### config.mk
export PLATFORM = sky130hd
export DESIGN_NAME = cache_controller
export DESIGN_NICKNAME = d
export VERILOG_FILES = /design/src/rtl/cache_pkg.sv /design/src/rtl/cache_stats_counter.sv /design/src/rtl/cache_controller.sv
export SDC_FILE = /design/constraint.sdc
export NUM_CORES = 1
export LEC_CHECK = 0
export CORE_ASPECT_RATIO = 0.9
export CORE_MARGIN = 2
export CORE_UTILIZATION = 25
export CTS_BUF_LIST = sky130_fd_sc_hd__clkbuf_8 sky130_fd_sc_hd__clkbuf_16
export DETAILED_ROUTE_END_ITERATION = 16
export PLACE_DENSITY_LB_ADDON = 0.05
export SYNTH_ARGS = -nofsm -noshare
export SYNTH_HDL_FRONTEND = slang
export SYNTH_SLANG_ARGS = --single-unit
### constraint.sdc
create_clock -name clk -period 2.6 [get_ports clk]
set_input_delay 0.52 -clock clk [delete_from_list [all_inputs] [get_ports clk]]
set_output_delay 0.52 -clock clk [all_outputs]
set_load 0.005 [all_outputs]
### src/rtl/cache_pkg.sv
// rtl/cache_pkg.sv - shared state encoding and address helpers for the cache controller
package cache_pkg;

  // Address helpers work on a fixed wide vector so any ADDR_WIDTH up to this fits.
  localparam int HELPER_W = 64;

  typedef enum logic [2:0] {
    IDLE,
    LOOKUP,
    FILL_REQ,
    FILL_WAIT,
    WR_REQ,
    DONE
  } state_e;

  // Word-within-line offset: the low log_nb address bits, upper bits cleared.
  function automatic logic [HELPER_W-1:0] addr_offset(input logic [HELPER_W-1:0] addr,
                                                      input int log_nb);
    logic [HELPER_W-1:0] mask;
    mask = (HELPER_W'(1) << log_nb) - HELPER_W'(1);
    return addr & mask;
  endfunction

  // Line base: the address with its offset bits zeroed.
  function automatic logic [HELPER_W-1:0] line_base(input logic [HELPER_W-1:0] addr,
                                                    input int log_nb);
    logic [HELPER_W-1:0] mask;
    mask = (HELPER_W'(1) << log_nb) - HELPER_W'(1);
    return addr & ~mask;
  endfunction

endpackage

### src/rtl/cache_stats_counter.sv
// rtl/cache_stats_counter.sv - saturating event counter used for hit/miss statistics
module cache_stats_counter #(
  parameter int WIDTH = 16
) (
  input  logic             clk,
  input  logic             rst,
  input  logic             inc,
  output logic [WIDTH-1:0] count
);

  logic [WIDTH-1:0] count_q;
  logic [WIDTH-1:0] count_d;

  // Increment on each event, sticking at all-ones instead of wrapping.
  always_comb begin
    count_d = count_q;
    if (inc && (count_q != {WIDTH{1'b1}})) begin
      count_d = count_q + WIDTH'(1);
    end
  end

  // Counter register, cleared by reset.
  always_ff @(posedge clk or posedge rst) begin
    if (rst) begin
      count_q <= '0;
    end else begin
      count_q <= count_d;
    end
  end

  assign count = count_q;

endmodule

### src/rtl/cache_controller.sv
// rtl/cache_controller.sv - write-through no-write-allocate cache FSM; CACHE_STATS_EN adds hit/miss counters
module cache_controller
  import cache_pkg::*;
#(
  parameter int LOG_NUM_LINES  = 2,
  parameter int LOG_NUM_BLOCKS = 1,
  parameter int DATA_WIDTH     = 32,
  parameter int ADDR_WIDTH     = 8,
  parameter int STAT_WIDTH     = 16
) (
  input  logic                  clk,
  input  logic                  rst,
  input  logic                  cpu_req_valid,
  output logic                  cpu_req_ready,
  input  logic                  cpu_req_write,
  input  logic [ADDR_WIDTH-1:0] cpu_req_addr,
  input  logic [DATA_WIDTH-1:0] cpu_req_wdata,
  output logic                  cpu_resp_valid,
  output logic [DATA_WIDTH-1:0] cpu_resp_rdata,
  output logic                  cache_write_en,
  output logic [DATA_WIDTH-1:0] cache_write_data,
  output logic [ADDR_WIDTH-1:0] cache_address,
  input  logic                  cache_hit,
  input  logic [DATA_WIDTH-1:0] cache_read_data,
  output logic                  mem_req_valid,
  input  logic                  mem_req_ready,
  output logic                  mem_req_write,
  output logic [ADDR_WIDTH-1:0] mem_req_addr,
  output logic [DATA_WIDTH-1:0] mem_req_wdata,
  input  logic                  mem_resp_valid,
  input  logic [DATA_WIDTH-1:0] mem_resp_rdata
`ifdef CACHE_STATS_EN
  ,
  output logic [STAT_WIDTH-1:0] stat_hits,
  output logic [STAT_WIDTH-1:0] stat_misses
`endif
);

  localparam logic [LOG_NUM_BLOCKS-1:0] LAST_BLOCK = {LOG_NUM_BLOCKS{1'b1}};

  state_e                    state_q, state_d;
  logic [LOG_NUM_BLOCKS-1:0] cnt_q, cnt_d;
  logic                      req_write_q, req_write_d;
  logic [ADDR_WIDTH-1:0]     req_addr_q, req_addr_d;
  logic [DATA_WIDTH-1:0]     req_wdata_q, req_wdata_d;
  logic [DATA_WIDTH-1:0]     rdata_q, rdata_d;

  logic [HELPER_W-1:0]       base_w;
  logic [HELPER_W-1:0]       off_w;
  logic [ADDR_WIDTH-1:0]     fill_addr;
  logic [LOG_NUM_BLOCKS-1:0] req_offset;
  logic                      helper_unused;

  assign base_w        = line_base(HELPER_W'(req_addr_q), LOG_NUM_BLOCKS);
  assign off_w         = addr_offset(HELPER_W'(req_addr_q), LOG_NUM_BLOCKS);
  assign fill_addr     = base_w[ADDR_WIDTH-1:0] | ADDR_WIDTH'(cnt_q);
  assign req_offset    = off_w[LOG_NUM_BLOCKS-1:0];
  assign helper_unused = ^{base_w[HELPER_W-1:ADDR_WIDTH], off_w[HELPER_W-1:LOG_NUM_BLOCKS]};

  // Ready is withheld while reset is asserted so every output reads 0 during reset.
  assign cpu_req_ready  = (state_q == IDLE) && !rst;
  assign cpu_resp_valid = (state_q == DONE);
  assign cpu_resp_rdata = rdata_q;

  // Next-state, request latching, fill sequencing and cache/memory port drive.
  always_comb begin
    state_d          = state_q;
    cnt_d            = cnt_q;
    req_write_d      = req_write_q;
    req_addr_d       = req_addr_q;
    req_wdata_d      = req_wdata_q;
    rdata_d          = rdata_q;
    cache_write_en   = 1'b0;
    cache_write_data = '0;
    cache_address    = '0;
    mem_req_valid    = 1'b0;
    mem_req_write    = 1'b0;
    mem_req_addr     = '0;
    mem_req_wdata    = '0;
    unique case (state_q)
      IDLE: begin
        if (cpu_req_valid) begin
          req_write_d = cpu_req_write;
          req_addr_d  = cpu_req_addr;
          req_wdata_d = cpu_req_wdata;
          state_d     = LOOKUP;
        end
      end
      LOOKUP: begin
        cache_address = req_addr_q;
        if (req_write_q) begin
          // Write-through: update the cache only when the line is present.
          if (cache_hit) begin
            cache_write_en   = 1'b1;
            cache_write_data = req_wdata_q;
          end
          state_d = WR_REQ;
        end else if (cache_hit) begin
          rdata_d = cache_read_data;
          state_d = DONE;
        end else begin
          cnt_d   = '0;
          state_d = FILL_REQ;
        end
      end
      FILL_REQ: begin
        mem_req_valid = 1'b1;
        mem_req_addr  = fill_addr;
        if (mem_req_ready) begin
          state_d = FILL_WAIT;
        end
      end
      FILL_WAIT: begin
        cache_address = fill_addr;
        if (mem_resp_valid) begin
          cache_write_en   = 1'b1;
          cache_write_data = mem_resp_rdata;
          if (cnt_q == req_offset) begin
            rdata_d = mem_resp_rdata;
          end
          if (cnt_q == LAST_BLOCK) begin
            state_d = DONE;
          end else begin
            cnt_d   = cnt_q + LOG_NUM_BLOCKS'(1);
            state_d = FILL_REQ;
          end
        end
      end
      WR_REQ: begin
        mem_req_valid = 1'b1;
        mem_req_write = 1'b1;
        mem_req_addr  = req_addr_q;
        mem_req_wdata = req_wdata_q;
        if (mem_req_ready) begin
          state_d = DONE;
        end
      end
      DONE: begin
        state_d = IDLE;
      end
      default: begin
        state_d = IDLE;
      end
    endcase
  end

  // State and latched-request registers; reset abandons any transaction in flight.
  always_ff @(posedge clk or posedge rst) begin
    if (rst) begin
      state_q     <= IDLE;
      cnt_q       <= '0;
      req_write_q <= 1'b0;
      req_addr_q  <= '0;
      req_wdata_q <= '0;
      rdata_q     <= '0;
    end else begin
      state_q     <= state_d;
      cnt_q       <= cnt_d;
      req_write_q <= req_write_d;
      req_addr_q  <= req_addr_d;
      req_wdata_q <= req_wdata_d;
      rdata_q     <= rdata_d;
    end
  end

`ifdef CACHE_STATS_EN
  cache_stats_counter #(.WIDTH(STAT_WIDTH)) u_hits (
    .clk   (clk),
    .rst   (rst),
    .inc   ((state_q == LOOKUP) && cache_hit),
    .count (stat_hits)
  );

  cache_stats_counter #(.WIDTH(STAT_WIDTH)) u_misses (
    .clk   (clk),
    .rst   (rst),
    .inc   ((state_q == LOOKUP) && !cache_hit),
    .count (stat_misses)
  );
`endif

endmodule

## After elaboration in Yosys (flattened, before gate mapping)

Index checks and enable logic that the tools add are counted.

| word-level totals | value |
|---|---|
| output and inout port bits | 117 |
| register bits | 77 |
| RAM bits | 0 |
| ROM bits | 0 |
| logic and storage cells | 62 |
| memories | 0 |
| bits in latches | 0 |

| operators by class | value |
|---|---|
| muxes and demuxes | 31 |
| shifts and indexed selects | 0 |
| reductions and logical operators | 9 |
| divide/modulo/power cells | 0 |
| bitwise operators | 1 |
| $lt $le $gt $ge | 0 |
| equality and inequality tests | 14 |
| add/subtract/negate cells | 1 |
| $mul | 0 |

Operator list:

| operator | count |
|---|---|
| $mux W32 | 8 |
| $pmux W32 S2 | 2 |
| $pmux W8 S2 | 2 |
| $mux W3 | 7 |
| $ne A2 B2 Y1 const B | 8 |
| $pmux W3 S5 | 1 |
| $mux W1 | 9 |
| $or A8 B1 Y8 | 1 |
| $reduce_and A4 Y1 | 2 |
| $eq A3 B2 Y1 const B | 2 |
| $eq A3 B3 Y1 const B | 2 |
| $reduce_and A5 Y1 | 1 |
| $pmux W1 S2 | 2 |
| $eq A3 B1 Y1 const B | 1 |
| $logic_not A3 Y1 | 1 |
| $reduce_and A2 Y1 | 1 |
| $reduce_bool A2 Y1 | 1 |
| $reduce_or A2 Y1 | 1 |
| $add A1 B1 Y1 const B | 1 |
| $eq A1 B1 Y1 | 1 |
| $logic_and A1 B1 Y1 | 1 |
| $logic_not A1 Y1 | 1 |

## Longest topological paths before layout

Gate-level depths: netlist of run 1.

| depth | value |
|---|---|
| word-level depth | 4 |
| gate-level depth with buffers | 7 |
| gate-level depth less buffers | 4 |

## Least setup slack after synthesis of run 1

No wires, ideal clock.

| timing | value |
|---|---|
| path kind | input to output |
| from | input cache_hit |
| to | output cache_write_data[0] |
| required time | 2.080 ns |
| data arrival time | 1.325 ns |
| stages on the path | 5 |
| path slack | 0.755 ns |
| path through | and4bb_1 > and2_1 > clkbuf_1 > buf_2 > a22o_1 |

| between the ends | value |
|---|---|
| longest elaborated chain between the ends | 3 |

Ends and longest elaborated chain:

| what | line | RTL |
|---|---|---|
| start: declaration | cache_controller.sv:23 | `input logic cache_hit,` |
| $mux W32 | cache_controller.sv:93 | `if (cache_hit) begin` |
| $mux W32 | cache_controller.sv:91 | `if (req_write_q) begin` |
| $pmux W32 S2 | cache_controller.sv:80 | `unique case (state_q)` |
| end: declaration | cache_controller.sv:21 | `output logic [DATA_WIDTH-1:0] cache_write_data,` |

Every way passes these cells.

## Worst setup path in the final report of run 1

| timing | value |
|---|---|
| from | register state_q[1] |
| to | output mem_req_wdata[6] |

| between the ends | value |
|---|---|
| longest elaborated chain between the ends | 2 |

Ends and longest elaborated chain:

| what | line | RTL |
|---|---|---|
| start: declaration | cache_controller.sv:41 | `state_e state_q, state_d;` |
| start signal: assignment | cache_controller.sv:157 | `state_q <= state_d;` |
| $eq A3 B3 Y1 | cache_controller.sv:80 |  |
| $mux W32 | cache_controller.sv:80 |  |
| end: declaration | cache_controller.sv:29 | `output logic [DATA_WIDTH-1:0] mem_req_wdata,` |

Every way passes these cells.

==> reports/metrics.cfg, run 1 <==
[critical_path]
end_kind=output port
crit_required_ns=2.08
start_kind=register
cp.buffers_inverters=4
critPathMaxStageDelay_ns=0.49
crit_family=buffers and inverters
slowest_stage=clkdlybuf4s50_1
cpMostUsedCell=buf_6
path_max_fanout=10
cp_data_arrival_time_ns=2.05
crit_chain=buf_6 > nor3b_4 > buf_6 > buf_8 > and2_1 > clkdlybuf4s50_1
worstSetupPathType=register to output port

[layout]
fin_area_mm2=0.007239
diodes=0
multi_input_area_mm2=0.001933
fillCellCount=1448
area_growth_pct=80.08
ff_latch_area_mm2=0.001929
drive_above_1_share=0.1720
nets=728

[timing]
hold_slack_ns=0.5165
rsz0062_at_grt=yes
slew_viol_final=0
layout_min_cycle_time_ns=2.569
period_share=0.9881
clock_skew_ns=0.005626
max_freq_ghz=0.3893
relSlewSlack=0.6176
worstMarginPinSlew_ns=0.5730
hold_viol=0
finalSetupViolCount=0

[route]
postRouteAntennaNets=0
route.detailed.drc=0
dr.pass1.iters=4
finalWirelength_mm=14.54
drtIter0Drc=87
via_per_inst=4.558
wire_per_inst_um=17.65
num_vias=3756

[floorplan]
initial_core_util=0.2585
core_mm2=0.01555
row_count=43
die_x_um=137.7
dieArea_mm2=0.01711
ios=228
fp.dieH_um=124.3

[clocking]
clkTransAtPathRegs_ns=0.06
cts_tree=built
clk_path_buf_depth=2
ctsHtreeMaxLevel=3
clk_latency_ns=0.34
cts_buffers=9
cts_root_buffer=clkbuf_16
clock-sinks=77

[logic_synthesis]
synth_fp_nets=478
ys_types=32
yosysWarnings=0
synth_top_area_share=0.4793
synth_area_mm2=0.004020
yosysSeqAreaShare=0.4793
syn_inst=367
yosysTopAreaCell=dfrtp_1
synth_area_leaders=dfrtp_1 48%, mux2_2 11%, mux2i_1 8.0%
avgSynthCellArea_um2=10.95
ys_seq_elements=77

[place]
dp_hpwl_mm=10.09
post_dp_cell_area_mm2=0.006631
place_congestion=0.7978
port_buffers=227

[flow_run]
drv_cap=0

[global_route]
antenna_found_initial=1
grt_usage=0.1672
grt_pass1_wl_mm=21.84
gr-total-overflow=0
grt_pass1_vias=3973
grt_max_degree=37

[pwr]
peakVddDrop_v=0.0004825
power.total_mw=7.051
pwr_density_cell_mw_per_mm2=973.9
p_leak_nw=3.618

[outcome]
outcome=finished, final reports clean

[min_path]
hold_class=register to register

area by class of cell:
| cell class | instances | area share |
|---|---|---|
| Clock inverter | 5 | 0.01123 |
| Tap cell | 202 | 0.03491 |
| Clock buffer | 11 | 0.03491 |
| Sequential cell | 77 | 0.2665 |
| Inverter | 3 | 0.001728 |
| Timing Repair Buffer | 268 | 0.3837 |
| Multi-Input combinational cell | 258 | 0.2670 |
flip-flops by register name (all words and copies together), names as in the netlist:
name,flops
cpu_resp_rdata,32
req_wdata_q,32
req_addr_q,8
state_q,3
cnt_q,1
req_write_q,1
worst reg2reg max path: cells and delay by family (launching register included):
family        cells  cell delay [ns]
simple gates      1             0.23
flops             1             0.40
buf+inv           3             0.75
mux               1             0.40
synthesized netlist by cell type:
library cell   n
dfrtp_1       77
and2_1        47
mux2_2        38
nor2_1        37
a21oi_1       35
a22o_1        33
mux2i_1       32
buf_2         11
clkbuf_1       9
nand2_1        7
buf_4          6
o21ai_0        5
buf_6          3
inv_1          3
mux2_1         3
and3_1         2
and4bb_1       2
nor3b_1        2
xnor2_1        2
a21boi_0       1
a31o_2         1
a31oi_1        1
and2b_1        1
and4b_1        1
nand2_2        1
nor4_1         1
nor4b_1        1
nor4b_4        1
o21bai_1       1
o22ai_1        1
o32ai_1        1
or2_2          1
logic make-up (layout without fill, tap and decap cells):
| family | after synthesis | in the layout | synth area share |
|---|---|---|---|
| AND/OR/NAND/NOR | 104 | 104 | 0.1444 |
| AO/OA/AOI/OAI | 79 | 79 | 0.1329 |
| flip-flops | 77 | 77 | 0.4793 |
| multiplexers | 73 | 73 | 0.1945 |
| buffers and inverters | 32 | 287 | 0.04450 |
| XOR/XNOR | 2 | 2 | 0.004358 |
placed cells by master (no fill, tap or decap), drive strengths merged, types with 3 or more instances in the layout:
| cell | synthesis | layout |
|---|---|---|
| clkbuf | 9 | 11 |
| mux2 | 41 | 41 |
| inv | 3 | 3 |
| clkdlybuf4s50 | 0 | 173 |
| nor2 | 37 | 37 |
| dlymetal6s2s | 0 | 22 |
| and2 | 47 | 47 |
| dlygate4sd2 | 0 | 32 |
| mux2i | 32 | 32 |
| dfrtp | 77 | 77 |
| nand2 | 8 | 8 |
| a22o | 33 | 33 |
| buf | 20 | 41 |
| a21oi | 35 | 35 |
| o21ai | 5 | 5 |
metrics by stage:
| stage | TNS (ns) | setup WS, ns | util | std cells |
|---|---|---|---|---|
| 3_3_place_gp | -6.276 | -0.2170 | 0.4265 | 788 |
| 5_1_grt | -0.2219 | -0.03738 | 0.4656 | 824 |
| 3_5_place_dp | -7.494 | -0.2523 | 0.4265 | 788 |
| 6_report | 0 | 0.03103 | 0.4656 | 824 |
| 2_1_floorplan | 0 | 0.1133 | - | 367 |
| 4_1_cts | -0.1057 | -0.04870 | 0.4525 | 810 |
path summary, 6_finish.rpt:
| kind | to | depth (start not counted) | startpoint | slack, ns |
|---|---|---|---|---|
| max in group asynchronous | state_q[2] | 3 | rst | 1.45 |
| max | mem_req_wdata[6] | 6 | state_q[1] | 0.03 |
| min | req_addr_q[1] | 1 | req_addr_q[1] | 0.52 |
| max reg2reg | req_wdata_q[11] | 5 | state_q[2] | 0.71 |
| min reg2reg | req_addr_q[1] | 1 | req_addr_q[1] | 0.52 |
| min in group asynchronous | req_addr_q[2] | 2 | rst | 0.56 |
what timing repair did:
| item | CTS | global route |
|---|---|---|
| cloned | 2 | 2 |
| setup endpoints to repair | 53 | 42 |
| buffers inserted | 4 | 12 |
| resized for setup | 40 | 39 |
| pin swaps | 2 | 1 |
| hold buffers | 0 | 0 |
report_power, final:
part	leakage (nW)	total, mW	switching, mW	internal (mW)
Combinational	2.57	3.42	1.37	2.05
Clock	0.162	1.41	0.515	0.895
Sequential	0.884	2.22	0.407	1.81
per-layer routing:
| metal | vias to the layer above | share of wire | global-route usage |
|---|---|---|---|
| met2 | 149 | 0.46 | 0.2745 |
| li1 | 1801 | - | - |
| met4 | 0 | 0.016 | 0.04973 |
| met1 | 1790 | 0.44 | 0.2087 |
| met5 | - | 0 | 0 |
| met3 | 16 | 0.084 | 0.05250 |
(Power assumes the default switching activity.)
==> inputs of run 2 (changes only) <==
PLACE_DENSITY_LB_ADDON = 0.12   (was 0.05)
==> reports/metrics.cfg, run 2 (synthesis gave the netlist of run 1 again) <==
[layout]
drive_above_1_share=0.1715
area_growth_pct=78.06
fillCellCount=1469
nets=724
post-route-util=0.4604
diodes=0
multi_input_area_mm2=0.001942
layout_commonest_cell=clkdlybuf4s50_1
ff_latch_area_mm2=0.001931
layout_common_cells=181 x clkdlybuf4s50_1, 74 x dfrtp_1, 43 x and2_1

[pwr]
peakVddDrop_v=0.0004332
power.total_mw=6.735
pwr_density_cell_mw_per_mm2=940.9
p_leak_nw=3.484

[route]
dr.pass1.iters=4
finalWirelength_mm=14.29
wire_per_inst_um=17.42
postRouteAntennaNets=0
num_vias=3773
via_per_inst=4.601
route.detailed.drc=0
drtIter0Drc=142

[global_route]
grt_pass1_vias=3877
antenna_found_initial=0
grt_pass1_wl_mm=21.47
grt_max_degree=51
gr-total-overflow=0
grt_usage=0.1661

[timing]
max_freq_ghz=0.3915
worstMarginPinSlew_ns=0.3768
rsz0062_at_grt=yes
slew_viol_final=0
finalSetupViolCount=0
hold_viol=0
period_share=0.9825
layout_min_cycle_time_ns=2.554
clock_skew_ns=0.005022
relSlewSlack=0.7488

[clocking]
clkTransAtPathRegs_ns=0.06
postCtsHoldBufs=0
clk_latency_ns=0.34
cts_buffers=9
cts_tree=built
ctsHtreeMaxLevel=3
clk_path_buf_depth=2
clock-sinks=77
cts_root_buffer=clkbuf_16

[flow_run]
drv_cap=0

[critical_path]
end_kind=output port
cp_data_arrival_time_ns=2.03
start_kind=register
worst-r2r-setup-slack_ns=0.66
worstSetupPathType=register to output port
crit_required_ns=2.08
path_max_fanout=16

[place]
dp_hpwl_mm=10.09
place_congestion=0.7682
port_buffers=227

[floorplan]
initial_core_util=0.2585
dieArea_mm2=0.01711
die_x_um=137.7
fp.dieH_um=124.3
ios=228
row_count=43
core_mm2=0.01555

[outcome]
outcome=finished, final reports clean

[min_path]
hold_class=register to register

==> run 2: cell types whose count changed in the layout (fill, tap and decap cells not counted), moves of 4 or more <==
cell / previous run / this run
buf_4: 24 / 20
clkdlybuf4s50_1: 173 / 181
dlygate4sd2_1: 32 / 27
dlymetal6s2s_1: 22 / 18
==> run 2: path summary, 6_finish.rpt <==
| kind | startpoint | to | cells past startpoint |
|---|---|---|---|
| setup reg to reg | state_q[1] | cpu_resp_rdata[26] | 8 |
| setup / recovery | state_q[1] | mem_req_wdata[11] | 5 |
| min in group asynchronous | rst | req_addr_q[5] | 3 |
| hold reg to reg | req_wdata_q[23] | req_wdata_q[23] | 1 |
| max in group asynchronous | rst | state_q[2] | 3 |
| hold / removal | req_wdata_q[23] | req_wdata_q[23] | 1 |
==> run 2: through the flow <==
stage,setup WS (ns),instance area (um2),hold slack (ns),std cells,TNS [ns]
floorplan,0.1133,4020,0.4732,367,0
global placement,-0.2364,6595,0.5038,785,-6.330
detailed placement,-0.2473,6595,0.5156,785,-6.762
CTS,-0.07584,7018,0.5284,812,-0.5056
global route,-0.01944,7158,0.5516,820,-0.1419
finish,0.04551,7158,0.5241,820,0
==> run 2: timing repair <==
item / 4_1_cts / 5_1_grt
buffers inserted: 8 / 7
gates resized for setup: 41 / 31
pin swaps: 3 / 1
gates cloned: 3 / 1
setup endpoints to repair: 41 / 33
==> run 2: critical path, stage by stage, from the launching register on <==
cell and delay (ns):
dfrtp_2 0.44, buf_4 0.15, nor3b_4 0.23, buf_6 0.22, and2_1 0.15, clkdlybuf4s50_1 0.51
==> run 2: cell type report <==
| type | instances | share of cell area |
|---|---|---|
| Timing Repair Buffer | 264 | 0.3856 |
| Multi-Input combinational cell | 258 | 0.2713 |
| Sequential cell | 77 | 0.2697 |
| Tap cell | 202 | 0.03531 |
| Clock buffer | 9 | 0.03146 |
| Clock inverter | 7 | 0.004894 |
| Inverter | 3 | 0.001748 |
==> run 2: layer usage <==
| metal | vias to the layer above | GRT usage | part of all wire |
|---|---|---|---|
| met3 | 15 | 0.05250 | 0.093 |
| met5 | - | 0 | 0 |
| met2 | 165 | 0.2710 | 0.47 |
| met4 | 0 | 0.05882 | 0.016 |
| met1 | 1795 | 0.2050 | 0.42 |
| li1 | 1798 | - | - |
==> run 2: power by group <==
part | internal [mW] | total, mW | switching, mW
combinational | 2.05 | 3.39 | 1.33
clock | 0.632 | 1.13 | 0.495
sequential | 1.81 | 2.22 | 0.409
total | 4.50 | 6.74 | 2.24
